### config.mk
export PLATFORM = sky130hd
export DESIGN_NAME = coin_vend_ctrl
export DESIGN_NICKNAME = d
export VERILOG_FILES = /design/src/rtl/coin_vend_ctrl.sv
export SDC_FILE = /design/constraint.sdc
export NUM_CORES = 1
export LEC_CHECK = 0
export CAP_MARGIN = 0
export CORE_MARGIN = 3
export CORE_UTILIZATION = 58
export DETAILED_ROUTE_END_ITERATION = 6
export PLACE_DENSITY_LB_ADDON = 0.08
export REMOVE_ABC_BUFFERS = 1
export SLEW_MARGIN = 40
export SYNTH_ARGS = -nofsm -noshare
export SYNTH_HDL_FRONTEND = slang
export SYNTH_SLANG_ARGS = --single-unit
export TNS_END_PERCENT = 30
### constraint.sdc
create_clock -name clk -period 4.6 [get_ports clk]
set_input_delay 0.46 -clock clk [delete_from_list [all_inputs] [get_ports clk]]
set_output_delay 0.46 -clock clk [all_outputs]
set_load 0.05 [all_outputs]
### src/rtl/coin_vend_ctrl.sv
// Coin-operated vending controller: accumulates credit, vends one of three items,
// and hands leftover credit to a change dispenser with a valid/ack handshake.
module coin_vend_ctrl #(
    parameter logic [7:0] PRICE1  = 8'd3,
    parameter logic [7:0] PRICE2  = 8'd5,
    parameter logic [7:0] PRICE3  = 8'd8,
    parameter logic [7:0] MAX_BAL = 8'd99
) (
    input  logic       clk,
    input  logic       rst,
    input  logic [1:0] coin_in,
    input  logic [1:0] select,
    input  logic       cancel,
    input  logic       change_ack,
    output logic [1:0] bought_type,
    output logic [7:0] balance,
    output logic       change_valid,
    output logic [7:0] change_amt,
    output logic       coin_reject,
    output logic       deny
);

    typedef enum logic [1:0] {StIdle, StCredit, StVend, StRefund} state_e;

    state_e     r_state, w_state_d;
    logic [7:0] r_balance, w_balance_d;
    logic [1:0] r_bought, w_bought_d;
    logic       r_cv, w_cv_d;
    logic [7:0] r_ca, w_ca_d;
    logic       r_rej, w_rej_d;
    logic       r_deny, w_deny_d;

    logic [7:0] w_coin_val;
    logic [7:0] w_price;
    logic [8:0] w_sum;
    logic       w_has_coin;
    logic       w_coin_fits;

    always_comb begin
        unique case (coin_in)
            2'b01:   w_coin_val = 8'd1;
            2'b10:   w_coin_val = 8'd5;
            2'b11:   w_coin_val = 8'd10;
            default: w_coin_val = 8'd0;
        endcase
        unique case (select)
            2'b01:   w_price = PRICE1;
            2'b10:   w_price = PRICE2;
            2'b11:   w_price = PRICE3;
            default: w_price = 8'd0;
        endcase
    end

    // Nine-bit sum so the MAX_BAL compare can never be fooled by wraparound.
    assign w_sum       = {1'b0, r_balance} + {1'b0, w_coin_val};
    assign w_coin_fits = (w_sum <= {1'b0, MAX_BAL});
    assign w_has_coin  = (coin_in != 2'b00);

    always_comb begin
        w_state_d   = r_state;
        w_balance_d = r_balance;
        w_bought_d  = 2'b00;
        w_cv_d      = r_cv;
        w_ca_d      = r_ca;
        w_rej_d     = 1'b0;
        w_deny_d    = 1'b0;
        unique case (r_state)
            StIdle: begin
                if (w_has_coin) begin
                    if (w_coin_fits) begin
                        w_balance_d = w_sum[7:0];
                        w_state_d   = StCredit;
                    end else begin
                        w_rej_d = 1'b1;
                    end
                end
            end
            StCredit: begin
                if (cancel) begin
                    w_state_d = StRefund;
                    w_cv_d    = 1'b1;
                    w_ca_d    = r_balance;
                    w_rej_d   = w_has_coin;
                end else if (select != 2'b00 && r_balance >= w_price) begin
                    w_state_d   = StVend;
                    w_balance_d = r_balance - w_price;
                    w_bought_d  = select;
                    w_rej_d     = w_has_coin;
                end else begin
                    // A refused select does not consume the coin in the same cycle.
                    w_deny_d = (select != 2'b00);
                    if (w_has_coin) begin
                        if (w_coin_fits) w_balance_d = w_sum[7:0];
                        else w_rej_d = 1'b1;
                    end
                end
            end
            StVend: begin
                w_rej_d = w_has_coin;
                if (r_balance != 8'd0) begin
                    w_state_d = StRefund;
                    w_cv_d    = 1'b1;
                    w_ca_d    = r_balance;
                end else begin
                    w_state_d = StIdle;
                end
            end
            StRefund: begin
                w_rej_d = w_has_coin;
                if (change_ack) begin
                    w_state_d   = StIdle;
                    w_balance_d = 8'd0;
                    w_cv_d      = 1'b0;
                    w_ca_d      = 8'd0;
                end
            end
            default: w_state_d = StIdle;
        endcase
    end

    always_ff @(posedge clk or posedge rst) begin
        if (rst) begin
            r_state   <= StIdle;
            r_balance <= 8'd0;
            r_bought  <= 2'b00;
            r_cv      <= 1'b0;
            r_ca      <= 8'd0;
            r_rej     <= 1'b0;
            r_deny    <= 1'b0;
        end else begin
            r_state   <= w_state_d;
            r_balance <= w_balance_d;
            r_bought  <= w_bought_d;
            r_cv      <= w_cv_d;
            r_ca      <= w_ca_d;
            r_rej     <= w_rej_d;
            r_deny    <= w_deny_d;
        end
    end

    assign bought_type  = r_bought;
    assign balance      = r_balance;
    assign change_valid = r_cv;
    assign change_amt   = r_ca;
    assign coin_reject  = r_rej;
    assign deny         = r_deny;

endmodule

==> Flow_metrics.wiki, run 1 <==
{| class="wikitable"
! Metric !! Value
|-
| Reg-to-Reg Start || balance[0]
|-
| Average footprint of a synthesized cell || 8.51 µm²
|-
| TritonCTS clock tree || built
|-
| H-Tree Level Count || 1
|-
| Worst R2R Setup Slack || 1.61 ns
|-
| Slew Viols, Final || 0
|-
| Area of the mapped netlist || 1880 µm²
|-
| CP arrival || 3.68 ns
|-
| Ranking of synthesized cells by area || dfrtp_1 (31%), ha_1 (10%), a21oi_1 (4.3%), a22o_1 (3.7%), nor2_1 (3.6%)
|-
| Width of the chip || 63.0 µm
|-
| Reg-to-reg critical path endpoint || balance[0]
|-
| Post-CTS setup repair buffer count || 0
|-
| Clock root buffer || clkbuf_4
|-
| Library cell contributing the largest single delay on the critical path || clkdlybuf4s50_1
|-
| Shortest clock period the worst path allows after layout || 3.44 ns
|-
| Clock insertion delay at the later pin of the skew report || 0.34 ns
|-
| Total power after layout || 0.000364 W
|-
| Vias per cell || 6.39
|-
| Sum of negative setup slack || 0 ns
|-
| Element type at the critical path start || input port
|-
| Power density over cell area || 165 nW/µm²
|-
| Post-CTS sizing || 0
|-
| Worst hold-check path type || input port to async pin
|-
| Maximum fanout along the worst path || 14
|-
| Total via count in the routed design || 1827
|-
| Post-synthesis sequential area ratio || 0.306
|-
| Number of buffers added on ports || 28
|-
| Crit-path most repeated cell || ha_1
|-
| Peak per-stage delay on the critical path || 0.51 ns
|-
| Number of synthesized register bits || 23
|-
| Post-Syn Instances || 221
|-
| Standby leakage power || 0.955 nW
|-
| Clock transition at the registers of the reported paths || 0.15 ns
|-
| Initial core utilization || 0.611
|-
| TritonCTS buffer count || 3
|-
| Maximum number of pins on one net before global-route repair || 24
|-
| Pin slew with the least headroom to its limit || 0.853 ns
|-
| Vias in the first global route || 1788
|-
| First-pass detailed-route iteration total || 4
|-
| Final hold violation count || 0
|-
| Average wire per cell in the routed design || 16.9 µm
|-
| Post-synth EDFFs || 0
|-
| Number of buffers on the longest clock path || 2
|-
| VDD IR max || 0.125 mV
|-
| Area of the die || 3960 µm²
|-
| Total congestion overflow || 0
|-
| CP endpoint kind || flop
|-
| Number of core rows || 20
|-
| Total wire length after detailed routing || 4820 µm
|-
| DRC violation count after routing || 0
|-
| RSZ-0062 raised after global routing || no
|-
| Number of placed cells counting well taps || 282
|-
| Worst relative slew slack || 0.431
|-
| Final period utilization || 0.747
|-
| CTS sink cnt || 23
|-
| Top cell type by total area after synthesis || dfrtp_1
|-
| HPWL after DPL || 3640 µm
|-
| Hold Buf Count CTS || 0
|-
| Number of nets in the layout || 267
|-
| Area growth, synth to finish || 17.0%
|-
| Core outline area || 3080 µm²
|-
| Cells along the critical path || clkdlybuf4s50_1 > inv_1 > ha_1 > ha_1 > ha_1 > a21oi_1 > o21ai_1 > nand4_1 > xor2_1 > a21oi_2 > a211oi_2 > buf_4 > or4b_1 > nor3b_1
|-
| Most repeated cell in the gate-level netlist after synthesis || dfrtp_1
|-
| Number of distinct library cells after synthesis || 52
|-
| Number of setup violations in the final report || 0
|-
| Highest clock rate || 0.291 GHz
|-
| Layout cell share with drive strength beyond 1 || 0.0620
|-
| Die Span Y || 63.0 µm
|-
| First-pass GRT wire length || 8000 µm
|-
| Setup Skew || 0.0195 ns
|-
| Weighted congestion at the end of routability-driven global placement || 0.936
|-
| Data required time of the worst path || 4.84 ns
|-
| Worst slack after detailed placement || 0.821 ns
|-
| Aggregate global-route resource usage || 0.248
|-
| Boundary pin count || 29
|-
| Predominant post-synthesis flop cell || dfrtp_1
|-
| Final WS setup || 1.16 ns
|-
| Initial antenna violation count || 0
|-
| Top-area cell type share of the netlist area || 0.306
|-
| Number of antenna diodes || 0
|-
| Result of the run || completed
|-
| Number of cells on the worst reg-to-reg path || 11
|-
| Proportion of synthesized flip-flops having asynchronous set or reset || 1.00
|-
| Commonest cells in the synthesized netlist || dfrtp_1 (23), nor2_1 (18), a21oi_1 (16), inv_1 (16), ha_1 (15)
|-
| Filler Cell Count || 255
|-
| Final standard cell count with taps included and fillers excluded || 286
|-
| Utilization after layout || 0.715
|-
| Number of DRC markers in iteration 0 || 111
|-
| Final antenna-violating net count || 0
|-
| Max-cap violations || 0
|-
| Worst setup path category || input port to flop
|-
| Synthesis Warnings || 0
|}
[sequential cells by signal (all words and copies together) (netlist names)]
register      cells
balance           8
change_amt        8
bought_type       2
r_state           2
change_valid      1
coin_reject       1
deny              1
[layout by cell type, fill, tap and decap left out, types with 8 or more instances in the layout]
cell type,n
nor2_1,18
dfrtp_1,23
nand2_1,13
clkdlybuf4s50_1,28
o21ai_0,9
ha_1,15
a22o_1,8
a21oi_1,16
nor3_1,11
inv_1,15
[power by group]
part / switching (W) / internal, W / leakage [nW]
combinational: 0.0000344 / 0.0000245 / 0.625
clock: 0.0000692 / 0.0000327 / 0.0177
sequential: 0.000000142 / 0.000203 / 0.313
total: 0.000104 / 0.000260 / 0.955
[layer usage]
layer,GRT usage,vias to the layer above,part of all wire
li1,-,848,-
met1,0.299,878,0.41
met2,0.441,84,0.49
met3,0.0342,17,0.074
met4,0.0964,0,0.031
met5,0,-,0
[cell type report]
| cell class | count | area [µm²] | area share |
|---|---|---|---|
| clock inverter | 1 | 5.00 | 0.00227 |
| tap | 44 | 55.1 | 0.0250 |
| clock buffer | 3 | 22.5 | 0.0102 |
| sequential | 23 | 576 | 0.262 |
| inverter | 16 | 60.1 | 0.0273 |
| timing repair buffer | 29 | 288 | 0.131 |
| multi-input combinational | 170 | 1190 | 0.543 |
[logic make-up after synthesis]
logic type | synth area share
compound gates | 0.278
simple gates | 0.189
buf+inv | 0.0592
flops | 0.306
fa+ha+maj | 0.110
xor+xnor | 0.0419
mux | 0.0160
[worst max-delay path, delay by kind of cell]
family | cells | cell delay [ns]
adders and majority gates | 3 | 0.74
xor gates and xnor gates | 1 | 0.18
buffers and inverters | 3 | 0.82
and+or+nand+nor | 3 | 0.74
AOI/OAI and AO/OA | 4 | 0.73
[how the worst max path moves through the flow]
stage          startpoint          to  slack (ns)  depth (start not counted)
6_report       coin_in[0]  balance[0]        1.16                         14
5_1_grt        coin_in[0]  balance[0]        0.98                         14
4_1_cts        coin_in[0]  balance[0]        1.19                         14
3_5_place_dp   coin_in[0]  balance[0]        0.82                         14
3_3_place_gp   coin_in[0]  balance[1]        1.04                         14
2_1_floorplan  coin_in[0]  balance[1]        1.45                         12
[metrics by stage]
step	area [µm²]	hold slack [ns]
2_1_floorplan	1830	0.462
3_3_place_gp	2170	0.460
3_5_place_dp	2170	0.473
4_1_cts	2200	0.489
5_1_grt	2200	0.502
6_report	2200	0.455
Note: power is estimated with default switching activity, not from simulation.
==> run 2: changes to the inputs <==
--- a/config.mk
+++ b/config.mk
@@ -7,7 +7,7 @@
 export LEC_CHECK = 0
 export CAP_MARGIN = 0
 export CORE_MARGIN = 3
-export CORE_UTILIZATION = 58
+export CORE_UTILIZATION = 49
 export DETAILED_ROUTE_END_ITERATION = 6
 export PLACE_DENSITY_LB_ADDON = 0.08
 export REMOVE_ABC_BUFFERS = 1
==> constraint.sdc (replaced) <==
create_clock -name clk -period 2.9 [get_ports clk]
set_input_delay 0.29 -clock clk [delete_from_list [all_inputs] [get_ports clk]]
set_output_delay 0.29 -clock clk [all_outputs]
set_load 0.05 [all_outputs]
==> run 2 against run 1 <==
  * Worst hold slack got worse by 0.085 ns
  * Global-route usage down 0.34 points
  * Design area increased by 16%
  * Sequential cell count unchanged
  * Largest cell class unchanged
  * Largest power group unchanged
==> Flow_metrics.wiki, run 2 (synthesis results as in run 1) <==
{| class="wikitable"
! Metric !! Value
|-
| Layout cell share with drive strength beyond 1 || 0.237 (+0.175)
|-
| Result of the run || completed
|-
| Weighted congestion at the end of routability-driven global placement || 0.935 (about the same)
|-
| Max-cap violations || 0 (unchanged)
|-
| Total wire length after detailed routing || 5300 µm (+10%)
|-
| Maximum fanout along the worst path || 6 (-8)
|-
| Boundary pin count || 29 (unchanged)
|-
| Width of the chip || 68.0 µm (+8.0%)
|-
| Clock root buffer || clkbuf_8
|-
| Number of core rows || 21 (+5.0%)
|-
| Power density over cell area || 252 nW/µm² (+52%)
|-
| TritonCTS clock tree || built
|-
| Pin slew with the least headroom to its limit || 0.726 ns (-0.127 ns)
|-
| Core outline area || 3520 µm² (+14%)
|-
| Combinational group share of total power || 0.175 (+0.013)
|-
| Final hold violation count || 0 (unchanged)
|-
| HPWL after DPL || 4030 µm (+11%)
|-
| Final antenna-violating net count || 0 (unchanged)
|-
| Net switching fraction of the power || 0.267 (-0.0188)
|-
| Die Span Y || 68.0 µm (+8.0%)
|-
| Final period utilization || 0.932
|-
| First-pass GRT wire length || 8690 µm (+8.5%)
|-
| Worst setup path category || input port to flop
|-
| Clock transition at the registers of the reported paths || 0.09 ns (-0.06 ns)
|-
| Standby leakage power || 1.15 nW (+21%)
|-
| Worst relative slew slack || 0.513 (+0.0822)
|-
| Highest clock rate || 0.370 GHz
|-
| Area of the die || 4620 µm² (+17%)
|-
| Hold Buf Count CTS || 0 (unchanged)
|-
| Total power after layout || 0.000641 W (+76%)
|-
| CP endpoint kind || flop
|-
| Average wire per cell in the routed design || 16.3 µm (-3.2%)
|-
| Number of buffers on the longest clock path || 2 (unchanged)
|-
| Data required time of the worst path || 3.06 ns (-1.78 ns)
|-
| Number of buffers added on ports || 28 (unchanged)
|-
| Filler Cell Count || 285 (+12%)
|-
| Aggregate global-route resource usage || 0.245 (-0.00342)
|-
| Final standard cell count with taps included and fillers excluded || 325 (+14%)
|-
| Vias in the first global route || 1928 (+7.8%)
|-
| Total via count in the routed design || 1949 (+6.7%)
|-
| Leading cell types in the layout, fill and taps excluded || buf_4 (38), clkdlybuf4s50_1 (26), dfrtp_1 (23)
|-
| Number of nets in the layout || 304 (+14%)
|-
| Total congestion overflow || 0 (unchanged)
|-
| Clock insertion delay at the later pin of the skew report || 0.27 ns (-0.07 ns)
|-
| H-Tree Level Count || 1 (unchanged)
|-
| Vias per cell || 6.00 (-6.1%)
|-
| Number of DRC markers in iteration 0 || 180 (+62%)
|-
| Number of placed cells counting well taps || 317 (+12%)
|-
| DRC violation count after routing || 0 (unchanged)
|-
| First-pass detailed-route iteration total || 4 (unchanged)
|-
| Initial core utilization || 0.534 (-0.0769)
|-
| Switching Power || 0.000171 W (+65%)
|-
| VDD IR max || 0.151 mV (+20%)
|-
| Area growth, synth to finish || 35.2%
|-
| Internal cell power || 0.000470 W (+81%)
|-
| Number of setup violations in the final report || 0 (unchanged)
|-
| Number of antenna diodes || 0 (unchanged)
|-
| Reg power frac || 0.501 (-0.057)
|-
| Element type at the critical path start || input port
|-
| Commonest non-fill, non-tap cell in the layout || buf_4
|-
| Setup Skew || 0.00660 ns (-0.0129 ns)
|-
| Worst hold-check path type || input port to async pin
|-
| Shortest clock period the worst path allows after layout || 2.70 ns
|-
| CP arrival || 2.86 ns (-0.82 ns)
|-
| Utilization after layout || 0.723 (+0.00777)
|-
| CTS sink cnt || 23 (unchanged)
|-
| TritonCTS buffer count || 3 (unchanged)
|-
| Slew Viols, Final || 0 (unchanged)
|-
| Portion of total power attributed to the clock network || 0.324 (+0.044)
|-
| Initial antenna violation count || 0 (unchanged)
|-
| Maximum number of pins on one net before global-route repair || 24 (unchanged)
|}
## run 2: per-stage QoR
| stage | setup TNS [ns] | instance area, µm² | hold WS, ns | worst slack [ns] |
|---|---|---|---|---|
| 6_report | 0 | 2540 | 0.369 | 0.198 |
| 5_1_grt | -0.0125 | 2540 | 0.434 | -0.0125 |
| 4_1_cts | 0 | 2500 | 0.387 | 0.0755 |
| 3_5_place_dp | -3.12 | 2420 | 0.467 | -0.383 |
| 3_3_place_gp | -1.83 | 2420 | 0.459 | -0.250 |
| 2_1_floorplan | -0.449 | 1830 | 0.292 | -0.216 |
## run 2: timing repair
| action | in CTS | in global routing |
|---|---|---|
| buffers inserted | 2 | 2 |
| gates resized for setup | 6 | 13 |
| endpoints found under the setup margin | 7 | 9 |
| pin swaps | 5 | 6 |
| gates cloned | 0 | 0 |
## run 2: power groups by stage
stage	sequential (W)	combinational [W]	clock, W
2_1_floorplan	0.000330	0.0000595	0
3_3_place_gp	0.000328	0.000106	0
3_5_place_dp	0.000328	0.000110	0
4_1_cts	0.000321	0.000109	0.000210
5_1_grt	0.000321	0.000125	0.000220
6_report	0.000321	0.000112	0.000208
## run 2: area by class of cell
class / instances / area [µm²] / share of cell area
multi-input cells: 170 / 1240 / 0.488
flip-flops and latches: 23 / 576 / 0.226
well taps: 46 / 57.6 / 0.0226
repair buffers: 66 / 564 / 0.222
inverters: 16 / 60.1 / 0.0236
clock inverters: 1 / 5.00 / 0.00197
clock buffers: 3 / 41.3 / 0.0162
## run 2: path summary, 6_finish.rpt
path	startpoint	endpoint	slack, ns	depth (start not counted)
hold / removal	rst	change_amt[2]	0.37	2
hold reg to reg	change_valid	change_valid	0.48	1
max in group asynchronous	rst	change_amt[3]	2.19	2
setup reg to reg	balance[0]	balance[1]	0.23	10
min in group clk	change_valid	change_valid	0.48	1
setup / recovery	select[0]	balance[0]	0.20	13
## run 2: worst max-delay path: stages
cell,delay [ns]
clkdlybuf4s50_1,0.50
inv_2,0.06
ha_1,0.28
ha_2,0.19
fa_2,0.20
nor2b_1,0.04
o21ai_1,0.11
nand2b_1,0.08
nand3b_1,0.23
nand2_2,0.20
nor2_1,0.09
or4b_1,0.45
nor3b_1,0.14
## run 2: metal layers
layer	vias to the layer above	routed length [µm]	part of all wire	GRT usage
met2	89	2630	0.50	0.424
met5	-	0	0	0
met3	6	363	0.068	0.0312
li1	932	-	-	-
met4	0	53	0.010	0.0918
met1	922	2260	0.43	0.308
